$ cat src/rtl/hack_instr_encoder_pkg.sv
// Shared Hack instruction field widths, code constants and packing helpers
// used by the encoder and any ROM-image builders.
package hack_instr_encoder_pkg;

    localparam int unsigned INSTR_W = 16;
    localparam int unsigned COMP_W  = 6;
    localparam int unsigned DEST_W  = 3;
    localparam int unsigned JUMP_W  = 3;

    localparam logic [2:0]        C_PREFIX      = 3'b111;
    localparam logic [COMP_W-1:0] COMP_D_PLUS_A = 6'b000010;
    localparam logic [COMP_W-1:0] COMP_ZERO     = 6'b101010;
    localparam logic [COMP_W-1:0] COMP_M_PLUS_1 = 6'b110111;
    localparam logic [JUMP_W-1:0] JMP_ALWAYS    = 3'b111;

    typedef struct packed {
        logic               is_c;
        logic [INSTR_W-1:0] value;
        logic               a;
        logic [COMP_W-1:0]  comp;
        logic [DEST_W-1:0]  dest;
        logic [JUMP_W-1:0]  jump;
    } hack_fields_t;

    function automatic logic [INSTR_W-1:0] hack_encode(input hack_fields_t f);
        if (f.is_c) begin
            return {C_PREFIX, f.a, f.comp, f.dest, f.jump};
        end
        return {1'b0, f.value[INSTR_W-2:0]};
    endfunction

    // An A-instruction constant must fit in 15 bits.
    function automatic logic hack_reject(input hack_fields_t f);
        return !f.is_c && f.value[INSTR_W-1];
    endfunction

endpackage

$ cat src/rtl/hack_instr_encoder_sync_fifo.sv
// Synchronous FIFO with wrap-bit pointers; head shows the oldest entry,
// or the last word popped while empty.
module hack_instr_encoder_sync_fifo #(
    parameter int unsigned WIDTH = 16,
    parameter int unsigned DEPTH = 4
) (
    input  logic             clk,
    input  logic             reset,
    input  logic             push_i,
    input  logic [WIDTH-1:0] push_data_i,
    input  logic             pop_i,
    output logic [WIDTH-1:0] head_o,
    output logic             full_o,
    output logic             empty_o
);

    localparam int unsigned AW = $clog2(DEPTH);
    localparam logic [AW:0] PTR_ONE = 1;

    logic [AW:0]      wr_q, wr_d;
    logic [AW:0]      rd_q, rd_d;
    logic [WIDTH-1:0] mem_q [DEPTH];
    logic [WIDTH-1:0] last_q, last_d;
    logic             do_push;
    logic             do_pop;

    always_comb begin
        empty_o = (wr_q == rd_q);
        full_o  = (wr_q[AW] != rd_q[AW]) && (wr_q[AW-1:0] == rd_q[AW-1:0]);
        do_push = push_i && !full_o;
        do_pop  = pop_i && !empty_o;
        wr_d    = do_push ? wr_q + PTR_ONE : wr_q;
        rd_d    = do_pop ? rd_q + PTR_ONE : rd_q;
        last_d  = do_pop ? mem_q[rd_q[AW-1:0]] : last_q;
        head_o  = empty_o ? last_q : mem_q[rd_q[AW-1:0]];
    end

    always_ff @(posedge clk or posedge reset) begin
        if (reset) begin
            wr_q   <= '0;
            rd_q   <= '0;
            last_q <= '0;
            for (int unsigned i = 0; i < DEPTH; i++) begin
                mem_q[i] <= '0;
            end
        end else begin
            wr_q   <= wr_d;
            rd_q   <= rd_d;
            last_q <= last_d;
            if (do_push) begin
                mem_q[wr_q[AW-1:0]] <= push_data_i;
            end
        end
    end

endmodule

$ cat src/rtl/hack_instr_encoder.sv
// Packs A/C instruction field tuples into Hack words, queues them for the
// consumer and tracks rejected tuples and delivered words.
module hack_instr_encoder
    import hack_instr_encoder_pkg::*;
#(
    parameter int unsigned DEPTH = 4,
    parameter int unsigned CW    = 8
) (
    input  logic               clk,
    input  logic               reset,
    input  logic               in_valid,
    output logic               in_ready,
    input  logic               in_is_c,
    input  logic [INSTR_W-1:0] in_value,
    input  logic               in_a,
    input  logic [COMP_W-1:0]  in_comp,
    input  logic [DEST_W-1:0]  in_dest,
    input  logic [JUMP_W-1:0]  in_jump,
    output logic               out_valid,
    input  logic               out_ready,
    output logic [INSTR_W-1:0] out_instr,
    output logic               err,
    output logic [CW-1:0]      err_count,
    output logic [INSTR_W-1:0] words_out
);

    hack_fields_t       fields;
    logic               accept;
    logic               reject;
    logic               push;
    logic               pop;
    logic               full;
    logic               empty;
    logic [INSTR_W-1:0] word;

    logic               err_q, err_d;
    logic [CW-1:0]      err_count_q, err_count_d;
    logic [INSTR_W-1:0] words_q, words_d;

    always_comb begin
        fields = '{is_c: in_is_c, value: in_value, a: in_a,
                   comp: in_comp, dest: in_dest, jump: in_jump};
        word   = hack_encode(fields);
        reject = hack_reject(fields);
        accept = in_valid && in_ready;
        push   = accept && !reject;
        pop    = out_valid && out_ready;
    end

    hack_instr_encoder_sync_fifo #(
        .WIDTH(INSTR_W),
        .DEPTH(DEPTH)
    ) u_fifo (
        .clk        (clk),
        .reset      (reset),
        .push_i     (push),
        .push_data_i(word),
        .pop_i      (pop),
        .head_o     (out_instr),
        .full_o     (full),
        .empty_o    (empty)
    );

    always_comb begin
        err_d       = accept && reject;
        err_count_d = err_count_q;
        if (err_d && (err_count_q != '1)) begin
            err_count_d = err_count_q + CW'(1);
        end
        words_d = pop ? words_q + INSTR_W'(1) : words_q;
    end

    always_ff @(posedge clk or posedge reset) begin
        if (reset) begin
            err_q       <= 1'b0;
            err_count_q <= '0;
            words_q     <= '0;
        end else begin
            err_q       <= err_d;
            err_count_q <= err_count_d;
            words_q     <= words_d;
        end
    end

    assign in_ready  = !full;
    assign out_valid = !empty;
    assign err       = err_q;
    assign err_count = err_count_q;
    assign words_out = words_q;

endmodule

$ cat config.mk
export PLATFORM = sky130hd
export DESIGN_NAME = hack_instr_encoder
export DESIGN_NICKNAME = d
export VERILOG_FILES = /design/src/rtl/hack_instr_encoder_pkg.sv /design/src/rtl/hack_instr_encoder_sync_fifo.sv /design/src/rtl/hack_instr_encoder.sv
export SDC_FILE = /design/constraint.sdc
export NUM_CORES = 1
export LEC_CHECK = 0
export CAP_MARGIN = 20
export CORE_ASPECT_RATIO = 1.2
export CORE_MARGIN = 1
export CORE_UTILIZATION = 45
export CTS_CLUSTER_DIAMETER = 120
export DETAILED_ROUTE_END_ITERATION = 12
export PLACE_DENSITY = 0.66
export SYNTH_ARGS = -nofsm -noshare
export SYNTH_HDL_FRONTEND = slang
export SYNTH_HIERARCHICAL = 1
export SYNTH_SLANG_ARGS = --single-unit
$ cat constraint.sdc
create_clock -name clk -period 3.5 [get_ports clk]
set_clock_uncertainty 0.1 [all_clocks]
set_input_delay 0.7 -clock clk [delete_from_list [all_inputs] [get_ports clk]]
set_output_delay 0.7 -clock clk [all_outputs]
set_load 0.05 [all_outputs]
Yosys cells after proc, flatten, opt, wreduce, memory -nomap -nowiden
Cells that the tools add are included.
{ "totals": {"ff_bits": 111, "latchBits": 0, "ram_bits": 0, "mem_bits_ro": 0, "inputBits": 34, "out_inout_bits": 43, "wordCells": 47, "mem_count": 0} }
{ "op_classes": {"n_addsub": 4, "n_mul": 0, "n_div": 0, "magnitude_cmp": 3, "eq_ne": 4, "shifts": 0, "mux": 10, "bitwise_logic": 2, "reduce_logical": 14} }
{ "op_table": {"columns": ["cell", "count"], "rows": [
  ["16-bit 2-to-1 mux", 6],
  ["64-bit bitwise mux", 1],
  ["16-bit binary-select mux with 2-bit select", 1],
  ["16-bit demux with 2-bit select", 1],
  ["16-bit by 1-bit adder with 16-bit output (second input constant)", 1],
  ["1-bit logical AND", 10],
  ["8-bit by 1-bit adder with 8-bit output (second input constant)", 1],
  ["8-bit inequality test (second input constant)", 1],
  ["3-bit by 1-bit adder with 3-bit output (second input constant)", 2],
  ["3-bit >= comparator (second input constant)", 2],
  ["2-bit NOT with 3-bit output", 2],
  ["1-bit logical NOT", 4],
  ["3-bit == test", 1],
  ["3-bit by 1-bit less-than comparator with 1-bit output (second input constant)", 1],
  ["2-bit == test", 1],
  ["1-bit 2-to-1 mux", 1],
  ["1-bit inequality test", 1]
]} }

Depth between registers and ports, before layout
Gate-level depths: netlist (run 1).
{ "depth": {"depth_word": 6, "ltp_mapped": 12, "mapped_depth_nobuf": 7} }

Hierarchy
The synthesis (run 1) kept the hierarchy.
{ "modules_own_cells": {"columns": ["module", "n_inst", "cells_per_inst", "area_each_um2", "seq_area_each_um2"], "rows": [
  ["hack_instr_encoder_sync_fifo", 1, 244, 4260.3, 2152.1],
  ["hack_instr_encoder", 1, 119, 1318.8, 625.6]
]} }

Worst setup path before layout (run 1)
No wires, ideal clock.
{ "synth_path": {"path_kind": "flip-flop to flip-flop", "start": "register u_fifo.rd_q[1]", "end": "register u_fifo/mem_q[0] (netlist name)", "setup_time_ns": 0.125, "arrival_ns": 2.457, "t_required_ns": 3.275, "setup_slack_ns": 0.818, "path_stages_with_launch": 10, "path_buffers": 2, "synth_period_minus_slack_ns": 2.682, "cell_sequence": "dfrtp_1 buf_4 xnor2_4 and3_1 inv_1 and3_1 nand2_1 a31oi_4 buf_6 mux2_4"} }
{ "synth_between": {"elab_chain_len": 6} }
{ "synth_lines": {"columns": ["item", "line_no", "text"], "rows": [
  ["from (decl)", "hack_instr_encoder_sync_fifo.sv:21", "logic [AW:0] rd_q, rd_d;"],
  ["from (signal assigned)", "hack_instr_encoder_sync_fifo.sv:48", "rd_q <= rd_d;"],
  ["2-bit == test", "hack_instr_encoder_sync_fifo.sv:29", "full_o = (wr_q[AW] != rd_q[AW]) && (wr_q[AW-1:0] == rd_q[AW-1:0]);"],
  ["1-bit logical AND", "hack_instr_encoder_sync_fifo.sv:29", null],
  ["named net full", "hack_instr_encoder.sv:32", "logic full;"],
  ["1-bit logical NOT", "hack_instr_encoder.sv:85", "assign in_ready = !full;"],
  ["named net in_ready", "hack_instr_encoder.sv:12", "output logic in_ready,"],
  ["1-bit logical AND", "hack_instr_encoder.sv:45", "accept = in_valid && in_ready;"],
  ["1-bit logical AND", "hack_instr_encoder.sv:46", "push = accept && !reject;"],
  ["named net push", "hack_instr_encoder.sv:30", "logic push;"],
  ["1-bit logical AND", "hack_instr_encoder_sync_fifo.sv:30", "do_push = push_i && !full_o;"],
  ["to (signal, indexed assignment)", "hack_instr_encoder_sync_fifo.sv:51", "mem_q[wr_q[AW-1:0]] <= push_data_i;"],
  ["to (decl)", "hack_instr_encoder_sync_fifo.sv:22", "logic [WIDTH-1:0] mem_q [DEPTH];"]
]} }
The timed path passes the listed nets, and every way through them passes these cells.
A chain may end at the register's enable or synchronous reset.

Final worst setup path (run 1)
{ "layout_path": {"start": "register u_fifo.rd_q[1]", "end": "output port out_instr[14]"} }
{ "layout_between": {"elab_chain_len": 5, "elab_cells_between_ends": 6, "classes_between": "eq/ne: 1; mux: 4; bitwise: 1"} }
{ "layout_lines": {"columns": ["item", "line_no", "text"], "rows": [
  ["2-bit NOT with 3-bit output (not written as such)", "hack_instr_encoder_sync_fifo.sv:35", "head_o = empty_o ? last_q : mem_q[rd_q[AW-1:0]];"],
  ["16-bit binary-select mux with 2-bit select", "hack_instr_encoder_sync_fifo.sv:35", null],
  ["16-bit 2-to-1 mux (not written as such) (2 in a row)", "hack_instr_encoder_sync_fifo.sv:35", null],
  ["16-bit 2-to-1 mux (*)", "hack_instr_encoder_sync_fifo.sv:35", null],
  ["to (decl)", "hack_instr_encoder.sv:21", "output logic [INSTR_W-1:0] out_instr,"]
]} }
Mark *: on every way between the ends. The rest lies on a longest branch, timed or not. The select of a mux whose other input is x is not followed.

==> results of run 1 <==
cells by family (layout without fill, tap and decap cells):
family | count (synthesis) | count (layout) | synth area share [%]
xor+xnor | 29 | 29 | 5.56
flops | 111 | 111 | 49.8
mux | 129 | 129 | 32.5
simple gates | 50 | 50 | 5.09
fa+ha+maj | 7 | 7 | 1.57
compound gates | 11 | 11 | 2.47
buf+inv | 26 | 117 | 3.03
how the worst max path moves through the flow:
| stage | startpoint | endpoint | slack, ps |
|---|---|---|---|
| after floorplan | reset | u_fifo/last_q[0]$_DFFE_PP0P_ | 480 |
| after global placement | in_is_c | u_fifo/mem_q[62]$_DFFE_PP0P_ | 610 |
| after detailed placement | in_is_c | u_fifo/mem_q[15]$_DFFE_PP0P_ | 600 |
| after CTS | u_fifo/rd_q[1]$_DFFE_PP0P_ | out_instr[14] | 370 |
| after global routing | u_fifo/wr_q[0]$_DFFE_PP0P_ | out_instr[14] | 310 |
| final | u_fifo/rd_q[1]$_DFFE_PP0P_ | out_instr[14] | 400 |
synthesized netlist by cell type (all sizes together) (6+ instances only):
cell   count
inv       11
xor2      10
ha         7
nand3     10
a31oi      6
mux2     113
nand2     17
mux4      16
buf       13
dfrtp    111
xnor2     19
flip-flops by register name (all words and copies together), names as in the netlist:
| name | count |
|---|---|
| words_out | 16 |
| err_count | 8 |
| u_fifo/rd_q | 3 |
| u_fifo/mem_q | 64 |
| err | 1 |
| u_fifo/last_q | 16 |
| u_fifo/wr_q | 3 |
area by class of cell:
class,instances,area share [%]
clock buffers,14,4.28
repair buffers,90,12.9
clock inverters,2,0.510
inverters,11,0.619
well taps,161,2.93
flip-flops and latches,111,40.4
multi-input cells,226,38.3
per-stage QoR:
stage	utilization, %	instances	worst slack [ps]	cell area, sq um
floorplan	-	363	478	5580
global placement	53.5	597	615	6480
detailed placement	53.5	597	599	6480
CTS	56.3	613	374	6810
global route	56.7	615	310	6870
finish	56.7	615	403	6870
worst max-delay path: cells and delay by family (launching register included):
kind                   cells  cell delay (ps)
buffers and inverters      2              530
muxes                      2              650
DFF                        1              750
layout by cell type (no fill, tap or decap), types with 2 or more instances in the layout:
cell type and instances:
a31oi_1 2, a31oi_4 4, a21oi_1 3, clkbuf_8 5, clkbuf_16 9, nand4_1 4, dfrtp_1 111, clkinv_2 2
buf_16 2, xor2_1 9, mux4_2 16, or2_2 2, inv_1 10, and3_1 4, xnor2_4 2, buf_12 2
nor2_1 4, xnor2_1 17, clkdlybuf4s50_1 58, mux2_2 65, ha_1 7, mux2_4 48, nand2_1 17, nand3_1 9
buf_4 28, nor3_1 3
per-layer routing:
metal	share of wire, %	track usage [%]	wire length [microns]
met1	48	25.0	5130
met2	48	30.1	5100
met3	3.0	2.46	325
met4	1.6	7.25	167
met5	0	0	0
==> results.md, run 1 <==
- # diodes: 0
- Critical path's slowest cell: dfrtp_1
- Core Rows: between 40 and 50
- Highest clock rate: between 300 and 400 MHz
- Hold Buf Count CTS: 0
- Worst-path cell chain: buf_4, mux4_2, mux2_2, buf_4
- Max stage delay on crit path: 750 ps
- Yosys top cell area share: about half
- Hold Crit Depth: 1
- Placeable Area: between 10000 and 15000 sq um
- Clock latency on the worst-skew pair: roughly 340 ps
- Mean Syn Cell Area: between 15 and 20 sq um
- Hold path start: words_out[15]$_DFFE_PP0P_
- Seq cells post-synth: 111
- Final setup fails: 0
- Share of cells above drive strength 1: between 40% and 50%
- Worst Path Required: around 2700 ps
- Post-synthesis sequential area ratio: 49.8%
- DRC: 0
- 1st-pass router iterations: 4
- Clock buffer depth: 2
- WHS Endpoint: words_out[15]$_DFFE_PP0P_
- DIE WIDTH: 104 microns
- Endpoints failing hold: 0
- Post-CTS Resized: 0
- HP Class: reg -> reg
- Routability Congestion: roughly 0.76
- CTS tree: yes
- Leading register cell type out of synthesis: dfrtp_1
- Launch point of the worst reg-to-reg path: u_fifo/rd_q[1]$_DFFE_PP0P_
- Gr usage total: between 10% and 20%
- Worst-Margin Slew: around 730 ps
- Largest net degree at the start of global routing: between 50 and 60
- Status: finished clean
- Final TNS setup: 0 ps
- Post-synth net total: 404
- Fraction of registers with async set/reset: 100%
- MaxCap Viol Count: 0
- Routed len/inst: approximately 17 microns
- Inserted Clock Buffers: 9
- Period minus WS final: 3100 ps
- Final WL: around 11 mm
- Area Growth Syn to Fin: 23.1%
- Register area: between 2000 and 3000 sq um
- Mapped Cells: between 300 and 400
- Critical Path Most Common Cell: buf_4
- I/O pins: between 70 and 80
- Startpoint types: flop
- Multi-input logic area: 2630 sq um
- Worst R2R Setup Slack: around 700 ps
- Final ANT Viol Nets: 0
- Vias in the first global route: between 3000 and 4000
- Fillcell total: approximately 1000
- Port bufs: 76
- Die height: approximately 120 microns
- Nets: 490
- Hold_ws: slightly below 400 ps
- Full die area: roughly 13000 sq um
- Global route overflow: 0
- CP arrival: 2300 ps
- Worst rel slew slack: approximately half
- H-tree depth: 3
- RSZ-0062 raised after global routing: no
- Post-synth EDFFs: 0
- Clock Sinks: 111
- Slew Viols, Final: 0
- Vias: between 3000 and 4000
- Root Buffer: clkbuf_16
- Post-detail-place hpwl: 7.24 mm
- CP Max Fanout: 11
- Postcts setup bufs: 0
- Number of library cell types mapped by synthesis: 35
- Via-to-Cell Ratio: between 5 and 6
- Crit Path Category: reg -> out
- Initial antenna violation count: 0
- FF-to-FF path depth: 8
- Synth top area cells: dfrtp_1 (50%), mux2_2 (13%), mux2_4 (13%), mux4_2 (6.5%), xnor2_1 (2.7%)
- Initial cell density of the core: 46.1%
- R2R Path End: u_fifo/mem_q[63]$_DFFE_PP0P_
- Synthesis warning total: 6
- Period utilisation layout: 88.5%
- First-pass GRT wire length: about 18 mm
- Worst Setup End Kind: output pin
- Drt initial violations: 94
- Largest area contributor in the netlist: dfrtp_1
- Clock transition at path regs: roughly 70 ps
- Synthesized area: between 5000 and 6000 sq um
Power of run 1 is not shown: default switching activity piles up to over one toggle a cycle in this logic, so the estimate is an artifact.
==> run 2, diff against run 1 <==
- GPL_ROUTABILITY_DRIVEN: default -> 0
==> results of run 2 <==
Final layout, timing and power as in run 1 (identical DEF).
Power of run 2 is left out for the same reason.
==> run 3, diff against run 2 <==
- CORE_UTILIZATION: 45 -> 28
- PLACE_DENSITY: 0.66 -> 0.44
==> results.md, run 3 (synthesis gave the netlist of run 1 again) <==
- Critical path's slowest cell: dfrtp_1 (unchanged)
- Initial antenna violation count: 0 (unchanged)
- Postcts setup bufs: 0 (unchanged)
- Period utilisation layout: 93.1% (was 88.5%)
- I/O pins: 77 (unchanged)
- Vias in the first global route: 3486 (was 3363)
- Nets: 492 (was 490)
- R2R Path End: u_fifo/last_q[13]$_DFFE_PP0P_ (was u_fifo/mem_q[63]$_DFFE_PP0P_)
- Clock transition at path regs: 70 ps (about the same)
- Gr usage total: 13.1% (was 18.4%)
- Worst-path cell chain: xnor2_4, nand3_4, buf_4, mux2_2, buf_4 (was buf_4, mux4_2, mux2_2, buf_4)
- Vias: 3141 (was 3181)
- WP buf/inv: 2 (unchanged)
- Initial cell density of the core: 28.5% (was 46.1%)
- Worst Setup End Kind: output pin (unchanged)
- Via-to-Cell Ratio: 4.38 (was 5.17)
- Final WL: 12.0 mm (was 10.7 mm)
- Placed Instance Area: 6650 sq um (was 6480 sq um)
- Post-detail-place hpwl: 8.20 mm (was 7.24 mm)
- Period minus WS final: 3260 ps (was 3100 ps)
- CP arrival: 2460 ps (was 2300 ps)
- CP Max Fanout: 10 (was 11)
- Startpoint types: flop (unchanged)
- Most frequent cells in the layout: dfrtp_1 (111), mux2_2 (65), clkdlybuf4s50_1 (58) (unchanged)
- Share of cells above drive strength 1: 42.5% (was 42.3%)
- Inserted Clock Buffers: 9 (unchanged)
- Core Rows: 56 (was 44)
- DRC: 0 (unchanged)
- Final ANT Viol Nets: 0 (unchanged)
- Root Buffer: clkbuf_16 (unchanged)
- Peak supply drop: 0.570 mV
- Worst R2R Setup Slack: 550 ps (was 700 ps)
- Hold path start: words_out[15]$_DFFE_PP0P_ (unchanged)
- Slew Viols, Final: 0 (unchanged)
- Hold Crit Depth: 1 (unchanged)
- HP Class: reg -> reg (unchanged)
- Status: finished clean (unchanged)
- Launch point of the worst reg-to-reg path: u_fifo/rd_q[1]$_DFFE_PP0P_ (unchanged)
- Clock buffer depth: 2 (unchanged)
- Global route overflow: 0 (unchanged)
- Worst rel slew slack: 49.1% (was 51.3%)
- Final TNS setup: 0 ps (unchanged)
- Placeable Area: 19500 sq um (was 12100 sq um)
- Endpoints failing hold: 0 (unchanged)
- Port bufs: 76 (unchanged)
- H-tree depth: 3 (unchanged)
- RSZ-0062 raised after global routing: no (unchanged)
- First-pass GRT wire length: 19.9 mm (was 18.0 mm)
- MaxCap Viol Count: 0 (unchanged)
- Critical Path Most Common Cell: buf_4 (unchanged)
- Clock latency on the worst-skew pair: 360 ps (was 340 ps)
- CP delay by family, top: flip-flops (unchanged)
- CTS tree: yes (unchanged)
- Full die area: 20500 sq um (was 12800 sq um)
- Crit Path Category: reg -> out (unchanged)
- Clock Sinks: 111 (unchanged)
- Largest register FFs: 64 (unchanged)
- Most common cell after layout, fill and taps aside: dfrtp_1 (unchanged)
- # diodes: 0 (unchanged)
- FF-to-FF path depth: 8 (unchanged)
- Max stage delay on crit path: 600 ps (was 750 ps)
- Tot Pwr: 7.85 mW
- Largest net degree at the start of global routing: 43 (was 58)
- P_leak: a little under 3 nW
- Drt initial violations: 96 (was 94)
- Final setup fails: 0 (unchanged)
- DIE WIDTH: 131 microns (was 104 microns)
- Power Dens Cells: 1130 nW/um^2
- Highest clock rate: 307 MHz (was 323 MHz)
- Post-CTS Resized: 0 (unchanged)
- Hold Buf Count CTS: 0 (unchanged)
- 1st-pass router iterations: 4 (unchanged)
- Die height: 157 microns (was 124 microns)
- Worst-Margin Slew: 764 ps (was 730 ps)
- Top reg by flops: u_fifo/mem_q (unchanged)
- WHS Endpoint: words_out[15]$_DFFE_PP0P_ (unchanged)
- Area Growth Syn to Fin: 24.6% (was 23.1%)
- Worst Path Required: 2700 ps (about the same)
- Design area: 6950 sq um (was 6870 sq um)
- Routed len/inst: 16.8 microns (was 17.4 microns)
run 3: cell count changes in the layout (fill, tap and decap cells not counted), sizes merged:
cell | previous run | this run
clkbuf | 14 | 9
inv | 10 | 13
bufinv | 1 | 0
clkinv | 2 | 4
clkinvlp | 0 | 1
buf | 32 | 34
run 3: worst max path at each step:
| stage | startpoint | endpoint | slack (ps) | depth (start not counted) |
|---|---|---|---|---|
| floorplan | reset | u_fifo/last_q[0]$_DFFE_PP0P_ | 480 | 1 |
| global placement | u_fifo/rd_q[1]$_DFFE_PP0P_ | u_fifo/last_q[10]$_DFFE_PP0P_ | 530 | 8 |
| detailed placement | u_fifo/rd_q[1]$_DFFE_PP0P_ | u_fifo/last_q[13]$_DFFE_PP0P_ | 480 | 8 |
| CTS | u_fifo/rd_q[1]$_DFFE_PP0P_ | out_instr[14] | 160 | 5 |
| global route | u_fifo/rd_q[1]$_DFFE_PP0P_ | out_instr[6] | 100 | 5 |
| finish | u_fifo/rd_q[1]$_DFFE_PP0P_ | out_instr[13] | 240 | 5 |
run 3: power by group:
group	internal [mW]	total, mW	switching (mW)
Clock	0.493	1.00	0.508
Sequential	1.86	2.29	0.425
Combinational	2.15	4.56	2.41
run 3: cell type report:
| cell class | instances | area [sq um] |
|---|---|---|
| repair buffers | 92 | 893 |
| clock buffers | 9 | 225 |
| fillers | 1880 | 12600 |
| inverters | 11 | 42.5 |
| flip-flops and latches | 111 | 2780 |
| well taps | 261 | 327 |
| clock inverters | 7 | 55.1 |
| multi-input cells | 226 | 2630 |
run 3: worst reg2reg max path, delay by kind of cell (launching register included):
kind	cells	cell delay [ps]
AO/OA/AOI/OAI	1	590
XOR/XNOR	1	520
buffers and inverters	3	320
flip-flops	1	600
multiplexers	1	420
AND/OR/NAND/NOR	2	290
run 3: per-stage QoR:
stage / utilization (%) / setup WS [ps] / hold WS, ps / std cells
2_1_floorplan: - / 478 / 375 / 363
3_3_place_gp: 34.0 / 526 / 358 / 700
3_5_place_dp: 34.0 / 479 / 382 / 700
4_1_cts: 35.4 / 158 / 397 / 716
5_1_grt: 35.6 / 96.1 / 414 / 717
6_report: 35.6 / 241 / 384 / 717
run 3: per-layer routing:
metal | global-route usage (%) | routed length, microns | up-vias
met3 | 2.02 | 388 | 14
met4 | 5.58 | 225 | 0
met5 | 0 | 0 | -
met1 | 17.6 | 5740 | 1595
li1 | - | - | 1470
met2 | 20.9 | 5680 | 62
No activity file was read; power rests on OpenSTA's default activity.
